`src/rtl/wb_port_arbiter.sv`:
```
// Register-file write port arbiter: merges the pipeline WB write with results from the
// long-latency unit, buffering up to two of those results and forcing a drain when one starves.
module wb_port_arbiter (
    input  logic        clk,
    input  logic        rst_n,
    input  logic        we_reg_W,
    input  logic [4:0]  rd_W,
    input  logic [31:0] wb_data_W,
    input  logic        lu_valid,
    input  logic [4:0]  lu_rd,
    input  logic [31:0] lu_data,
    output logic        lu_ready,
    output logic        rf_we,
    output logic [4:0]  rf_waddr,
    output logic [31:0] rf_wdata,
    output logic        stall_pipe,
    output logic [1:0]  lu_pending
);

    logic [4:0]  q_rd   [2];
    logic [31:0] q_data [2];
    logic        rd_ptr, wr_ptr;
    logic [1:0]  count, starve;

    logic        has_head, accept, head_grant, pipe_grant, bypass, push;
    logic        sel_valid;
    logic [4:0]  sel_rd;
    logic [31:0] sel_data;

    // Every output is gated by rst_n so reset quiets the port in the same cycle.
    assign has_head   = (count != 2'd0);
    assign lu_ready   = rst_n && (count != 2'd2);
    assign accept     = lu_valid && lu_ready;
    assign stall_pipe = rst_n && (starve == 2'd3) && has_head;
    assign head_grant = rst_n && (stall_pipe || (!we_reg_W && has_head));
    assign pipe_grant = rst_n && !stall_pipe && we_reg_W;
    assign bypass     = rst_n && !stall_pipe && !we_reg_W && !has_head && accept;
    assign push       = accept && !bypass;
    assign lu_pending = rst_n ? count : 2'd0;

    always_comb begin
        sel_valid = 1'b0;
        sel_rd    = 5'd0;
        sel_data  = 32'd0;
        if (head_grant) begin
            sel_valid = 1'b1;
            sel_rd    = q_rd[rd_ptr];
            sel_data  = q_data[rd_ptr];
        end else if (pipe_grant) begin
            sel_valid = 1'b1;
            sel_rd    = rd_W;
            sel_data  = wb_data_W;
        end else if (bypass) begin
            sel_valid = 1'b1;
            sel_rd    = lu_rd;
            sel_data  = lu_data;
        end
    end

    // x0 writes are still consumed; only the enable is dropped.
    assign rf_we    = sel_valid && (sel_rd != 5'd0);
    assign rf_waddr = sel_rd;
    assign rf_wdata = sel_data;

    always_ff @(posedge clk) begin
        if (push) begin
            q_rd[wr_ptr]   <= lu_rd;
            q_data[wr_ptr] <= lu_data;
        end
    end

    always_ff @(posedge clk) begin
        if (!rst_n) begin
            count  <= 2'd0;
            rd_ptr <= 1'b0;
            wr_ptr <= 1'b0;
            starve <= 2'd0;
        end else begin
            if (push)       wr_ptr <= ~wr_ptr;
            if (head_grant) rd_ptr <= ~rd_ptr;
            count <= count + {1'b0, push} - {1'b0, head_grant};
            if (!has_head || head_grant)
                starve <= 2'd0;
            else if (starve != 2'd3)
                starve <= starve + 2'd1;
        end
    end

endmodule

```
`config.mk`:
```
export PLATFORM = sky130hd
export DESIGN_NAME = wb_port_arbiter
export DESIGN_NICKNAME = d
export VERILOG_FILES = /design/src/rtl/wb_port_arbiter.sv
export SDC_FILE = /design/constraint.sdc
export NUM_CORES = 1
export LEC_CHECK = 0
export ABC_CLOCK_PERIOD_IN_PS = 4300
export BUFFER_PORTS_ARGS = -buffer_cell sky130_fd_sc_hd__buf_4
export CAP_MARGIN = 20
export CORE_MARGIN = 2
export CORE_UTILIZATION = 50
export CTS_CLUSTER_DIAMETER = 80
export DETAILED_ROUTE_END_ITERATION = 10
export PLACE_DENSITY = 0.77
export SLEW_MARGIN = 20
export SYNTH_ARGS = -nofsm -noshare
export SYNTH_HDL_FRONTEND = slang
export SYNTH_SLANG_ARGS = --single-unit
```
`constraint.sdc`:
```
create_clock -name clk -period 4.3 [get_ports clk]
set_input_delay 0.86 -clock clk [delete_from_list [all_inputs] [get_ports clk]]
set_output_delay 0.86 -clock clk [all_outputs]
set_load 0.1 [all_outputs]
```
Word level (Yosys, flattened, before mapping)
Memories as Yosys holds them, arrays and structs flattened. A register that Yosys moved wholly into a read port is not among the register bits.
Index checks and enable logic that the tools add are counted.

storage, ports and cells
  register bits = 6
  memory bits (writable) = 74
  input bits = 78
  output and inout port bits = 42
  word-level logic and storage cells = 53
  memories = 2

operators by class
  $add $sub $neg = 3
  equality and inequality tests = 3
  mux-type cells = 16
  bitwise logic cells = 3
  reductions and logical operators = 22

memories
  name    depth  bits a word  rd ports  clocked after Yosys merged registers in  write ports  line  source
  q_data  2      32           1         1                                        1            21    logic [31:0] q_data [2];
  q_rd    2      5            1         1                                        1            20    logic [4:0] q_rd [2];

operators by type and width
  cell                   count
  $mux W32               3
  $mux W5                3
  $logic_and A1 B1 Y1    13
  $mux W1                9
  $reduce_bool A5 Y1     1
  $logic_not A1 Y1       4
  $ne A2 B2 Y1 const B   2
  $not A1 Y1             3
  $add A2 B1 Y2          1
  $add A2 B1 Y2 const B  1
  $eq A2 B2 Y1 const B   1
  $logic_or A1 B1 Y1     2
  $mux W2                1
  $reduce_bool A2 Y1     1
  $reduce_or A2 Y1       1
  $sub A2 B1 Y2          1

Logic depth before layout (Yosys ltp)
  word-level depth = 13
  depth in mapped cells = 11
  depth with buffers taken out = 9

Least setup slack after synthesis
OpenSTA, ideal clock, no wires.

  path kind = in2out
  start = input we_reg_W
  end = output rf_we
  arrival time = 3.949 ns
  required time = 3.440 ns
  path slack = -0.509 ns
  cell stages on the path = 6
  path buffers = 1
  cells stage by stage = inv_1 o221a_2 buf_4 mux2i_1 nor4_1 nand2b_1

on the way
  longest elaborated chain between the ends = 9
  elaborated cells on any way between the ends = 16
  those cells by class = mux: 6; reduce/logical: 10

RTL lines
  item                               line    source
  start: declaration                 6       input logic we_reg_W,
  $logic_not A1 Y1                   35, 37
  $logic_and A1 B1 Y1 (3 in series)  37      assign bypass = rst_n && !stall_pipe && !we_reg_W && !has_head && accept;
  $mux W5                            53      end else if (bypass) begin
  $mux W5                            49      end else if (pipe_grant) begin
  $mux W5 *                          45      if (head_grant) begin
  via rf_waddr[3]                    14      output logic [4:0] rf_waddr,
  $reduce_bool A5 Y1 *               61      assign rf_we = sel_valid && (sel_rd != 5'd0);
  $logic_and A1 B1 Y1 *              61
  end: declaration                   13      output logic rf_we,

Mark *: on every way through the listed nets, which the timed path passes. The rest lies on a longest branch.

Worst setup path after layout
  start = input we_reg_W
  end = output rf_we

on the way
  longest elaborated chain between the ends = 9
  elaborated cells on any way between the ends = 16
  those cells by class = mux: 6; reduce/logical: 10

RTL lines
  item                               line
  $logic_not A1 Y1                   35, 37
  $logic_and A1 B1 Y1 (3 in series)  37
  $mux W5                            53
  $mux W5                            49
  $mux W5                            45
  $reduce_bool A5 Y1                 61
  $logic_and A1 B1 Y1 *              61

Mark *: on every way between the ends. The rest lies on a longest branch, timed or not.

==> impl_results.md <==
* CP endpoint kind: primary output
* CTS tree: yes
* Grt total ovfl at 0
* TNS Setup at 0 ns
* Critical-path top delay cell: buf_4
* Max incr delay on CP at around 0.35 ns
* Worst R2R Setup Slack at 2.18 ns
* Die area at about 8000 um2
* Hold_buf cts at 0
* Clock H-tree levels at 3
* CP arrival at ~2.5 ns
* WL/cell at around 16 um
* Ant diodes at 0
* Port bufs at about 120
* Initial DRC Count at ~130
* Fmax at ~300 MHz
* Area after DPL at around 4600 um2
* Pre-antenna DRT Iters at 4
* GPL Wtd Cong at ~0.8
* Worst R2R Path Depth at 9
* Die height at 89.2 um
* Number of synthesized flops with an enable pin at 74
* CP Max Fanout at 36
* VDD IR max at roughly 0.29 mV
* Pwr dens at approximately 450 nW/um2
* Final period util at between 70% and 80%
* Vias in the first global route at roughly 2400
* Leak at approximately 0.0018 uW
* Synthesized area at approximately 3600 um2
* RR Endpoint: count[1]
* Ys async rst share at 0%
* Synth Flop Type: edfxtp_1
* Total CTS buffers at 9
* Most used cell, CP: buf_4
* Vias/cell at 5.54
* Vias at ~2600
* Gr usage total at a little under a fifth
* CORE AREA at between 7000 and 8000 um2
* Sink Count at approximately 80
* Worst Clk Skew at between 0.007 and 0.008 ns
* Detailed placer's ending HPWL at slightly above 5000 um
* Cell count of the worst hold path at 1
* Worst R2R Start: starve[0]
* CTS Root Cell: clkbuf_8
* Antenna violations before repair at 0
* Number of max-cap violations at 0
* NumNets Final at about 440
* Hold EP: starve[0]
* Synth unique cells at 32
* Area growth, synth to finish at 32.3%
* Setup Buffers After CTS at 0
* Global-route wire length before repair at roughly 11000 um
* Post-route minimum period at 3.32 ns
* Routed Wire Length at between 7000 and 8000 um
* Crit path buffers/inverters at 4
* Post-Syn Area per Cell at about 15 um2
* Cells after synthesis at between 200 and 250
* Kind of critical path: in2out
* Yosys warns at 0
* Setup ws final at between 0.9 and 1 ns
* Crit-path leading delay family: buffers and inverters
* Worst rel slew slack at roughly two thirds
* Register bit total from synthesis at slightly above 80
* CTS clk-pin slew, worst paths at 0.07 ns
* ANT nets after route at 0
* Largest net degree at the start of global routing at 38
* Share of cells above drive strength 1 at approximately two fifths
* Hold Path Class: reg2reg
* Status: completed
* Hold path startpoint: starve[0]
* Least-Margin Pin Slew at slightly above 0.5 ns
* Pre-CTS WS at a little under 1 ns
* Initial Utilization at between 50 and 60%
* Commonest non-fill, non-tap cell in the layout: buf_4
* Die Span X at between 80 and 90 um
* Most frequent cells in the layout: buf_4, edfxtp_1, mux2i_1
* Post_cts resized at 0
* Row cnt at 31
* Post-synthesis net count at 328
* Final setup fails at 0
* Slew Viols, Final at 0
* Crit path cell chain: buf_4, inv_1, o221a_2, buf_4, mux2i_2, nor4_1, nand2b_1, buf_4
* Worst-skew pair later-pin latency at approximately 0.33 ns
* RSZ-0062 raised after global routing: false
* Sequential fraction of the synthesis area at roughly 65%
* Max Root-Sink Buffers at 2
* Post-route cell area at approximately 4800 um2
* Final Hold Viols at 0
* Post-route DRC at 0
* Final core utilization at between 60% and 70%
* CP Launch Type: input port
* Boundary Pins at 120
* CP required at approximately 3.4 ns
-- metal layers --
metal	wire length, um	vias to the layer above	track usage, %
li1	-	1242	-
met1	3160	1259	24.4
met2	3950	66	32.9
met3	277	9	2.68
met4	112	0	7.33
met5	0	-	0
-- registers in the layout, indices dropped and copies added (netlist names), named ones only --
signal and count:
q_rd 10, wr_ptr 1, starve 2, q_data 64
rd_ptr 1, count 2
-- through the flow --
step / total power (uW) / std cells / hold WS, ns
2_1_floorplan: 1460 / 247 / 0.404
3_3_place_gp: 1630 / 450 / 0.413
3_5_place_dp: 1630 / 450 / 0.417
4_1_cts: 2190 / 465 / 0.431
5_1_grt: 2260 / 465 / 0.454
6_report: 2170 / 465 / 0.430
-- power by group --
group | switching, uW | internal [uW]
logic | 521 | 185
clock network | 239 | 322
registers | 16.8 | 891
total | 777 | 1400
-- how the worst max path moves through the flow --
| stage | startpoint | end | cells after the start | slack [ns] |
|---|---|---|---|---|
| 2_1_floorplan | we_reg_W | rf_we | 6 | 0.06 |
| 6_report | we_reg_W | rf_we | 8 | 0.98 |
| 4_1_cts | we_reg_W | rf_we | 8 | 0.97 |
| 3_3_place_gp | we_reg_W | rf_we | 8 | 0.98 |
| 5_1_grt | we_reg_W | rf_we | 8 | 0.76 |
| 3_5_place_dp | we_reg_W | rf_we | 8 | 0.98 |
-- Yosys cell counts (3+ instances only) --
cell type  number  area, um2
inv_1           4       15.0
and2_1          7       43.8
a221oi_1       32        280
mux2i_1        41        410
edfxtp_1       74       2220
clkbuf_1        7       26.3
a21oi_1        33        165
a32oi_1         4       35.0
nor2_1          3       11.3
ha_1            3       37.5
buf_2           7       35.0
buf_6           4       45.0
dfxtp_1         7        140
-- kinds of logic (layout without fill, tap and decap cells) --
group / after synthesis / in the layout / synth area share [%]
buffers and inverters: 25 / 144 / 3.79
adder cells (fa/ha/maj): 3 / 3 / 1.03
multiplexers: 41 / 41 / 11.3
AO/OA/AOI/OAI: 75 / 75 / 14.7
XOR/XNOR: 3 / 3 / 0.724
AND/OR/NAND/NOR: 19 / 19 / 3.44
flip-flops: 81 / 81 / 65.0
-- final cells by class --
class | instances | area, um2
well taps | 99 | 124
clock inverters | 4 | 68.8
clock buffers | 11 | 131
flip-flops and latches | 81 | 2360
fillers | 558 | 2330
inverters | 4 | 15.0
multi-input cells | 141 | 1170
repair buffers | 125 | 938
(Power assumes the default switching activity.)
